<file path="src/rtl/jt51_kon_sched.sv">
// jt51_kon_sched: key-on/key-off scheduler for the envelope generator.
// Stores the CPU key state for 32 operator slots. It walks the slots in step
// with the operator pipeline and emits one keyon/keyoff pulse on each edge.
// Optional CSM (timer A forced key-on) support: define JT51_CSM_EN.
module jt51_kon_sched #(
   parameter int unsigned SLOTS = 32
) (
   input  logic                       clk,
   input  logic                       rst,
`ifdef JT51_CSM_EN
   input  logic                       csm_en,
   input  logic                       tima_ovf,
`endif
   input  logic                       zero,
   input  logic                       kon_wr,
   input  logic [2:0]                 kon_ch,
   input  logic [3:0]                 kon_mask,
   output logic [$clog2(SLOTS)-1:0]   slot,
   output logic                       keyon,
   output logic                       keyoff,
   output logic [SLOTS-1:0]           kon_state
);

   localparam int unsigned SW  = $clog2(SLOTS);
   localparam int unsigned OPS = 4;

   logic [SW-1:0]    cnt;
   logic [SW-1:0]    eval_slot_c;
   logic [SLOTS-1:0] prev;
   logic [SLOTS-1:0] kon_next_c;
   logic             csm_now_c;
   logic             want_c;

   // Slot under evaluation: a zero cycle always evaluates slot 0
   always_comb begin
      eval_slot_c = cnt;
      if (zero) eval_slot_c = '0;
   end

   // Key register update: all four operator bits of the channel are rewritten
   always_comb begin
      kon_next_c = kon_state;
      if (kon_wr) begin
         for (int unsigned op = 0; op < OPS; op++)
            kon_next_c[{2'(op), kon_ch}] = kon_mask[2'(op)];
      end
   end

`ifdef JT51_CSM_EN
   logic csm_pend;
   logic csm_active;

   // Forced key-on for the whole round; a zero cycle already sees the new round's value
   always_comb begin
      csm_now_c = csm_active;
      if (zero) csm_now_c = csm_pend;
   end

   // CSM request/active flags: a request becomes active at the next round start
   always_ff @(posedge clk or posedge rst) begin
      if (rst) begin
         csm_pend   <= 1'b0;
         csm_active <= 1'b0;
      end else begin
         if (zero) begin
            csm_active <= csm_pend;
            csm_pend   <= tima_ovf & csm_en;
         end else if (tima_ovf && csm_en) begin
            csm_pend   <= 1'b1;
         end
      end
   end
`else
   // No CSM support: nothing forces key-on
   always_comb csm_now_c = 1'b0;
`endif

   // Requested state for the evaluated slot (uses pre-write key state)
   always_comb want_c = kon_state[eval_slot_c] | csm_now_c;

   // Slot counter, key register, edge detection and registered pulse outputs
   always_ff @(posedge clk or posedge rst) begin
      if (rst) begin
         cnt       <= '0;
         kon_state <= '0;
         prev      <= '0;
         slot      <= '0;
         keyon     <= 1'b0;
         keyoff    <= 1'b0;
      end else begin
         cnt              <= eval_slot_c + SW'(1);
         kon_state        <= kon_next_c;
         prev[eval_slot_c] <= want_c;
         slot             <= eval_slot_c;
         keyon            <=  want_c & ~prev[eval_slot_c];
         keyoff           <= ~want_c &  prev[eval_slot_c];
      end
   end

endmodule

</file>
<file path="config.mk">
export PLATFORM = sky130hd
export DESIGN_NAME = jt51_kon_sched
export DESIGN_NICKNAME = d
export VERILOG_FILES = /design/src/rtl/jt51_kon_sched.sv
export SDC_FILE = /design/constraint.sdc
export NUM_CORES = 1
export LEC_CHECK = 0
export ABC_AREA = 1
export CAP_MARGIN = 20
export CORE_ASPECT_RATIO = 1.4
export CORE_UTILIZATION = 56
export DETAILED_ROUTE_END_ITERATION = 10
export PLACE_DENSITY = 0.8
export RECOVER_POWER = 50
export SETUP_SLACK_MARGIN = 0.15
export SKIP_CTS_REPAIR_TIMING = 1
export SLEW_MARGIN = 20
export SYNTH_ARGS = -nofsm -noshare
export SYNTH_HDL_FRONTEND = slang
export SYNTH_SLANG_ARGS = --single-unit
export TNS_END_PERCENT = 1
</file>
<file path="constraint.sdc">
create_clock -name clk -period 2.89 [get_ports clk]
set_input_delay 0.578 -clock clk [delete_from_list [all_inputs] [get_ports clk]]
set_output_delay 0.578 -clock clk [all_outputs]
set_load 0.03 [all_outputs]
</file>
==> impl_summary.txt, run 1 <==
----------------------------------------------------
[Global routing]
  Pin count of the biggest net entering global routing ... 77
  Wire length of the first global-routing pass ... 17,400 um
  Via count of the first global-routing pass ... 3,718
  Initial antenna violation count ... 0
  Total gr overflow ... 0
  Tot GR Track Use ... 0.293

[Critical path]
  Most frequent cell on the critical path ... sky130_fd_sc_hd__nand2_1
  Crit path DAT ... 2.71 ns
  WP buf/inv ... 4
  Worst R2R Path Depth ... 11
  Kind of end point of the critical path ... flop
  Setup slack, reg-to-reg ... 0.97 ns
  Cell chain of the critical path ... dlygate4sd3_1, inv_4, nand2_4, inv_1, nand3_2, nand2_1, nand2_1, nand2_2, nor2_8, buf_12, nand3_2, nand2_1
  Category of cells accounting for the largest share of critical-path delay ... buffers and inverters
  Number of stages on the worst setup path ... 12
  Max stage delay on crit path ... 0.63 ns
  Startpoint-to-endpoint class of the critical path ... in -> reg
  Data required time of the critical path ... 3.13 ns
  Largest fanout on the critical path ... 33
  Crit start category ... primary input
  Slowest cell on the critical path ... sky130_fd_sc_hd__dlygate4sd3_1

[Synthesis]
  Syn nets ... 545
  Gate Count Post-Synth ... 530
  Mean Syn Cell Area ... 7.89 um^2
  Main combinational cell family by area after synthesis ... simple AND/OR/NAND/NOR gates
  Sequential element share of the synthesized area ... 0.455
  Post-synthesis share of cell area spent on full adders, half adders and majority gates ... 0.0120
  Cell variety after synth ... 24
  Xor-xnor portion of the synthesized cell area ... 0.00419
  Simple logic cell fraction of the synthesized area ... 0.367
  Complex-gate fraction of the synthesized area ... 0.0766
  Number of synthesized register bits ... 76
  Synthesis warning total ... 0
  Proportion of synthesized area in mux cells ... 0
  Netlist area before placement ... 4180 um^2

[Min path]
  Cell count of the worst hold path ... 2
  Worst min path class ... reg -> reg

[Power and ir drop]
  Sequential power share ... 0.426
  Leakage power figure ... 2.39 nW
  Worst IR Drop VDD ... 0.000464 V
  Power Dens Cells ... 641 nW/um^2
  Clk network pwr share ... 0.263
  Combinational power share ... 0.311
  Internal power ... 0.00198 W
  Switching share of total power ... 0.369
  Net Switching ... 0.00116 W

[Floorplan]
  Boundary Pins ... 50
  Die span in y ... 104 um
  Die area ... 7820 um^2
  Area of the core region ... 7070 um^2
  Std-Cell Rows ... 36
  Initial core utilization ... 0.591
  Die boundary width ... 75.0 um

[Timing]
  Setup tns final ... 0 ns
  Max frequency ... 405 MHz
  Count of endpoints failing setup in the final report ... 0
  Skew final ... 0.0113 ns
  Clock period minus worst slack ... 2.47 ns
  Final Max Slew Viols ... 0
  Final hold violations ... 0
  Fin crit share ... 0.855
  Unrepaired setup endpoints after global routing ... false
  Slew margin rel. ... 0.625
  Tightest Pin Transition ... 0.562 ns

[Drt]
  Number of vias after detailed routing ... 3,673
  DRC Markers ... 0
  Final Routed Wirelength ... 10,300 um
  Number of detailed-route iterations in the first pass ... 4
  Vias/cell ... 5.41
  Iteration-0 DRC Markers ... 240
  Final antenna-violating net count ... 0
  Average wire length per cell after detail routing ... 15.2 um

[Place]
  Count of input and output buffers ... 49
  Final weighted congestion of routability-driven global placement ... 0.901
  Detail Placement HPWL ... 7200 um
  Post-placement cell area ... 4720 um^2

[Final layout]
  Net count, final ... 594
  Post-layout util ... 0.694
  Final non-filler cell area ... 4910 um^2
  Count of antenna diodes in the layout ... 0
  Fraction of layout cells with a size suffix above 1 ... 0.115
  Area added between synthesis and finish ... 17.5%
  Layout filler cell count ... 588

[Run]
  Count of max-cap constraint violations ... 0

[Clocking]
  Clk_lat worst skew ... 0.36 ns
  Max clock buf depth ... 2
  Num Clock Sinks ... 76
  Clock transition at the registers of the reported paths ... 0.08 ns
  CTS tree ... done
  H-tree levels ... 3
  CTS Root Cell ... sky130_fd_sc_hd__clkbuf_8
  Number of CTS-inserted buffers ... 9

[Status]
  Status ... finished, final reports clean

----------------------------------------------------
placed cells by master (no fill, tap or decap), drive strengths merged:
| cell type | synthesis | routed |
|---|---|---|
| a21oi | 5 | 5 |
| buf | 17 | 8 |
| bufinv | 0 | 1 |
| clkbuf | 4 | 11 |
| clkdlybuf4s50 | 0 | 44 |
| clkinv | 0 | 3 |
| clkinvlp | 0 | 2 |
| dfrtp | 76 | 76 |
| dlygate4sd3 | 0 | 5 |
| ha | 4 | 4 |
| inv | 42 | 43 |
| nand2 | 178 | 178 |
| nand3 | 78 | 78 |
| nor2 | 64 | 64 |
| nor3 | 1 | 1 |
| o21ai | 59 | 59 |
| xnor2 | 1 | 1 |
| xor2 | 1 | 1 |
power groups by stage:
stage	combinational [W]	sequential, W	clock [W]
final	0.000978	0.00134	0.000826
after global routing	0.00107	0.00136	0.000877
after CTS	0.000983	0.00134	0.000834
after detailed placement	0.000979	0.00135	0
after global placement	0.000958	0.00136	0
after floorplan	0.000482	0.00153	0
per-layer routing:
metal  vias up  wire, um  global-route usage
met5         -         0                   0
met4         0       431               0.163
met3        36       481              0.0514
met2       119      5490               0.493
met1      1734      3910               0.341
li1       1784         -                   -
kinds of logic after synthesis:
logic type | Yosys count
compound gates | 64
flops | 76
simple gates | 321
buf+inv | 63
xor+xnor | 2
fa+ha+maj | 4
final cells by class:
type | count | area, um^2 | area share
multi-input combinational | 391 | 1920 | 0.391
inverter | 42 | 160 | 0.0326
tap | 95 | 119 | 0.0242
clock buffer | 9 | 124 | 0.0252
clock inverter | 7 | 76.3 | 0.0155
sequential | 76 | 1900 | 0.387
timing repair buffer | 59 | 608 | 0.124
worst min-delay path, cell delays in order, from the launching register on:
cell                      delay [ns]
sky130_fd_sc_hd__dfrtp_1        0.36
sky130_fd_sc_hd__nand2_1        0.06
sky130_fd_sc_hd__nand2_1        0.06
registers in the layout, indices dropped and copies added (netlist names):
| register | cells |
|---|---|
| slot | 5 |
| kon_state | 32 |
| prev | 32 |
| keyoff | 1 |
| keyon | 1 |
| cnt | 5 |
cells in the mapped netlist:
cell type                  count  share of area
sky130_fd_sc_hd__a21oi_1       5         0.0060
sky130_fd_sc_hd__buf_12        3          0.014
sky130_fd_sc_hd__buf_2         4         0.0048
sky130_fd_sc_hd__buf_4         3         0.0054
sky130_fd_sc_hd__buf_6         7          0.019
sky130_fd_sc_hd__clkbuf_1      4         0.0036
sky130_fd_sc_hd__dfrtp_1      76           0.45
sky130_fd_sc_hd__ha_1          4          0.012
sky130_fd_sc_hd__inv_1        40          0.036
sky130_fd_sc_hd__inv_2         1        0.00090
sky130_fd_sc_hd__inv_4         1         0.0015
sky130_fd_sc_hd__nand2_1     171           0.15
sky130_fd_sc_hd__nand2_2       4         0.0060
sky130_fd_sc_hd__nand2_4       2         0.0054
sky130_fd_sc_hd__nand2_8       1         0.0048
sky130_fd_sc_hd__nand3_1      45          0.054
sky130_fd_sc_hd__nand3_2      33          0.079
sky130_fd_sc_hd__nor2_1       62          0.056
sky130_fd_sc_hd__nor2_4        1         0.0027
sky130_fd_sc_hd__nor2_8        1         0.0048
sky130_fd_sc_hd__nor3_1        1         0.0012
sky130_fd_sc_hd__o21ai_0      59          0.071
sky130_fd_sc_hd__xnor2_1       1         0.0021
sky130_fd_sc_hd__xor2_1        1         0.0021
worst paths after layout:
kind	from	endpoint
min in group asynchronous	rst	cnt[1]
max reg2reg	cnt[0]	keyon
max in group asynchronous	rst	kon_state[17]
min reg2reg	prev[15]	prev[15]
min	prev[15]	prev[15]
max	zero	prev[20]
stage by stage:
step                std cells  hold slack (ns)  worst slack, ns  total power (W)
finish                    679            0.505            0.418          0.00315
detailed placement        663            0.475            0.292          0.00233
global placement          663            0.475            0.314          0.00231
global route              679            0.531            0.289          0.00330
floorplan                 530            0.449            0.374          0.00201
CTS                       679            0.497            0.669          0.00316
No activity file was read; power rests on OpenSTA's default activity.
==> run 2, diff against run 1 <==
- ABC_AREA: 1 -> not set
- CORE_UTILIZATION: 56 -> 55
==> run 2 against run 1 <==
The run now ends with capacitance limit, slew limit left. Register-to-register slack lost 0.52 ns. Synthesized area down 8.3%. Largest cell class is now registers. Sequential share of layout area grew 1.6 points. First-iteration DRC count decreased by 33%. Largest power group unchanged.
==> impl_summary.txt, run 2 <==
----------------------------------------------------
[Critical path]
  Slowest cell on the critical path ... sky130_fd_sc_hd__dlygate4sd3_1
  Crit path DAT ... 2.81 ns (+0.10 ns)
  Largest fanout on the critical path ... 11 (-67%)
  Max stage delay on crit path ... 0.75 ns (+0.12 ns)
  Cell chain of the critical path ... dlygate4sd3_1, clkbuf_1, buf_4, nor4b_4, a22oi_1, a2bb2oi_2, o221ai_1, o211a_1
  Kind of end point of the critical path ... flop
  Startpoint-to-endpoint class of the critical path ... in -> reg
  Category of cells accounting for the largest share of critical-path delay ... buffers and inverters
  WP buf/inv ... 3 (-1)
  Data required time of the critical path ... 3.14 ns (about the same)
  Crit start category ... primary input

[Drt]
  Average wire length per cell after detail routing ... 18.6 um (+23%)
  Final Routed Wirelength ... 8760 um (-15%)
  Vias/cell ... 5.74 (+6.1%)
  DRC Markers ... 0 (unchanged)
  Number of vias after detailed routing ... 2,698 (-27%)
  Number of detailed-route iterations in the first pass ... 4 (unchanged)
  Iteration-0 DRC Markers ... 162 (-33%)
  Final antenna-violating net count ... 0 (unchanged)

[Final layout]
  Layout filler cell count ... 458 (-22%)
  Net count, final ... 388 (-35%)
  Commonest non-fill, non-tap cell in the layout ... sky130_fd_sc_hd__dfrtp_1
  Final non-filler cell area ... 4720 um^2 (-3.9%)
  Count of antenna diodes in the layout ... 0 (unchanged)
  Fraction of layout cells with a size suffix above 1 ... 0.254 (+0.139)
  Area added between synthesis and finish ... 23.1%
  Most frequent cells in the layout ... 76 x sky130_fd_sc_hd__dfrtp_1, 47 x sky130_fd_sc_hd__mux2_2, 47 x sky130_fd_sc_hd__clkdlybuf4s50_1
  Biggest registers after layout ... kon_state (32), prev (32)

[Global routing]
  Via count of the first global-routing pass ... 2,833 (-24%)
  Pin count of the biggest net entering global routing ... 77 (unchanged)
  Tot GR Track Use ... 0.266 (-0.0275)
  Initial antenna violation count ... 0 (unchanged)
  Wire length of the first global-routing pass ... 14,200 um (-18%)
  Total gr overflow ... 0 (unchanged)

[Synthesis]
  Mean Syn Cell Area ... 12.4 um^2 (+57%)
  Most common library cells after synthesis ... 76 x sky130_fd_sc_hd__dfrtp_1, 47 x sky130_fd_sc_hd__mux2_2, 39 x sky130_fd_sc_hd__nand2_1
  Cell variety after synth ... 51 (+110%)
  Netlist area before placement ... 3830 um^2 (-8.3%)
  Sequential element share of the synthesized area ... 0.496 (+0.0411)
  Largest cells by area after synthesis ... sky130_fd_sc_hd__dfrtp_1 50%, sky130_fd_sc_hd__mux2_2 14%, sky130_fd_sc_hd__mux2_1 5.0%, sky130_fd_sc_hd__nand2_1 3.8%, sky130_fd_sc_hd__mux2i_1 2.6%
  Gate Count Post-Synth ... 310 (-42%)
  Fraction of synthesized cell area taken by the top area cell type ... 0.496 (+0.0411)
  Number of synthesized register bits ... 76 (unchanged)
  Syn nets ... 325 (-40%)
  Synth area leader ... sky130_fd_sc_hd__dfrtp_1
  Synthesis warning total ... 0 (unchanged)
  Ys flop type ... sky130_fd_sc_hd__dfrtp_1
  Number of flops mapped to enable cells by yosys ... 0 (unchanged)
  Async set-or-reset flop fraction in the synthesized netlist ... 1.00 (unchanged)
  Dominant cell by count in the synthesized netlist ... sky130_fd_sc_hd__dfrtp_1

[Timing]
  Minimum setup slack in the final design ... 0.333 ns (-0.0859 ns)
  Unrepaired setup endpoints after global routing ... false
  Slew margin rel. ... -0.222 (-0.847)
  Final hold violations ... 0 (unchanged)
  Final Max Slew Viols ... 77 (+77)
  Tightest Pin Transition ... 1.83 ns (+1.27 ns)
  Skew final ... 0.00685 ns (-0.00447 ns)
  Setup tns final ... 0 ns (unchanged)
  Fin crit share ... 0.885 (+0.0297)
  Clock period minus worst slack ... 2.56 ns (+0.0859 ns)
  Max frequency ... 391 MHz (-3.4%)
  Count of endpoints failing setup in the final report ... 0 (unchanged)

[Floorplan]
  Boundary Pins ... 50 (unchanged)
  Die span in y ... 101 um (-3.3%)
  Initial core utilization ... 0.576 (-0.0152)
  Die area ... 7310 um^2 (-6.5%)
  Die boundary width ... 72.6 um (-3.3%)
  Area of the core region ... 6660 um^2 (-5.9%)
  Std-Cell Rows ... 35 (-2.8%)

[Clocking]
  Number of CTS-inserted buffers ... 9 (unchanged)
  H-tree levels ... 3 (unchanged)
  Clk_lat worst skew ... 0.36 ns (about the same)
  Num Clock Sinks ... 76 (unchanged)
  Clock transition at the registers of the reported paths ... 0.08 ns (about the same)
  CTS Root Cell ... sky130_fd_sc_hd__clkbuf_8
  CTS tree ... done
  Max clock buf depth ... 2 (unchanged)

[Status]
  Status ... finished, violations left
  Violations in the final reports ... capacitance limit, slew limit

[Power and ir drop]
  Leakage power figure ... 2.08 nW (-13%)
  Power Dens Cells ... 714 nW/um^2 (+11%)
  Worst IR Drop VDD ... 0.000547 V (+18%)

[Place]
  Detail Placement HPWL ... 6020 um (-16%)
  Pre-CTS worst setup slack ... 0.0873 ns (-0.205 ns)
  Count of input and output buffers ... 49 (unchanged)
  Final weighted congestion of routability-driven global placement ... 0.872 (-3.2%)
  Post-placement cell area ... 4500 um^2 (-4.7%)

[Min path]
  Worst min path class ... reg -> reg

[Run]
  Count of max-cap constraint violations ... 1 (+1)

----------------------------------------------------
run 2: changes by cell type after synthesis, sizes merged, moves of 6 or more:
cell and change:
o21ai -51, mux2i +10, mux2 +64, a211oi +10, nor2b +8, nand3 -76
nor3b +6, nand2 -139, nor2 -58, inv -35
run 2: cell families (layout without fill, tap and decap cells):
| logic type | Yosys count | after routing | share of synthesized area |
|---|---|---|---|
| and+or+nand+nor | 86 | 86 | 0.131 |
| muxes | 76 | 76 | 0.226 |
| DFF | 76 | 76 | 0.496 |
| AOI/OAI and AO/OA | 39 | 39 | 0.0865 |
| buffers and inverters | 26 | 94 | 0.0411 |
| adders and majority gates | 4 | 4 | 0.0131 |
| xor gates and xnor gates | 3 | 3 | 0.00686 |
run 2: final cells by class:
class                   count  area [um^2]  area share
inverters                   7         26.3     0.00557
clock inverters             4         95.1      0.0201
clock buffers              12          155      0.0329
well taps                  92          115      0.0244
multi-input cells         208         1770       0.375
repair buffers             71          654       0.139
flip-flops and latches     76         1900       0.403
run 2: per-layer routing:
metal,part of all wire,routed length (um),vias up,global-route usage
li1,-,-,1245,-
met1,0.41,3580,1342,0.319
met2,0.52,4580,93,0.462
met3,0.045,391,18,0.0450
met4,0.023,199,0,0.122
met5,0,0,-,0
run 2: report_power, final:
part	total (W)	internal [W]	switching (W)
sequential	0.00140	0.00125	0.000150
combinational	0.000957	0.000446	0.000511
clock	0.00101	0.000620	0.000390
total	0.00337	0.00232	0.00105
run 2: path summary, 6_finish.rpt:
path                           from             to  slack (ns)  depth (start not counted)
min reg2reg                prev[14]       prev[14]        0.49                          1
min                        prev[14]       prev[14]        0.49                          1
max reg2reg                  cnt[1]       prev[26]        0.45                          5
max                            zero         keyoff        0.33                          8
min in group asynchronous       rst  kon_state[26]        1.19                          3
max in group asynchronous       rst  kon_state[16]        0.60                          3
run 2: per-stage QoR:
| stage | hold WS (ns) | utilization | total power [W] | cells |
|---|---|---|---|---|
| after floorplan | 0.456 | - | 0.00200 | 310 |
| after global placement | 0.466 | 0.676 | 0.00235 | 454 |
| after detailed placement | 0.473 | 0.676 | 0.00238 | 454 |
| after CTS | 0.490 | 0.713 | 0.00339 | 470 |
| after global routing | 0.515 | 0.709 | 0.00350 | 470 |
| final | 0.488 | 0.709 | 0.00337 | 470 |
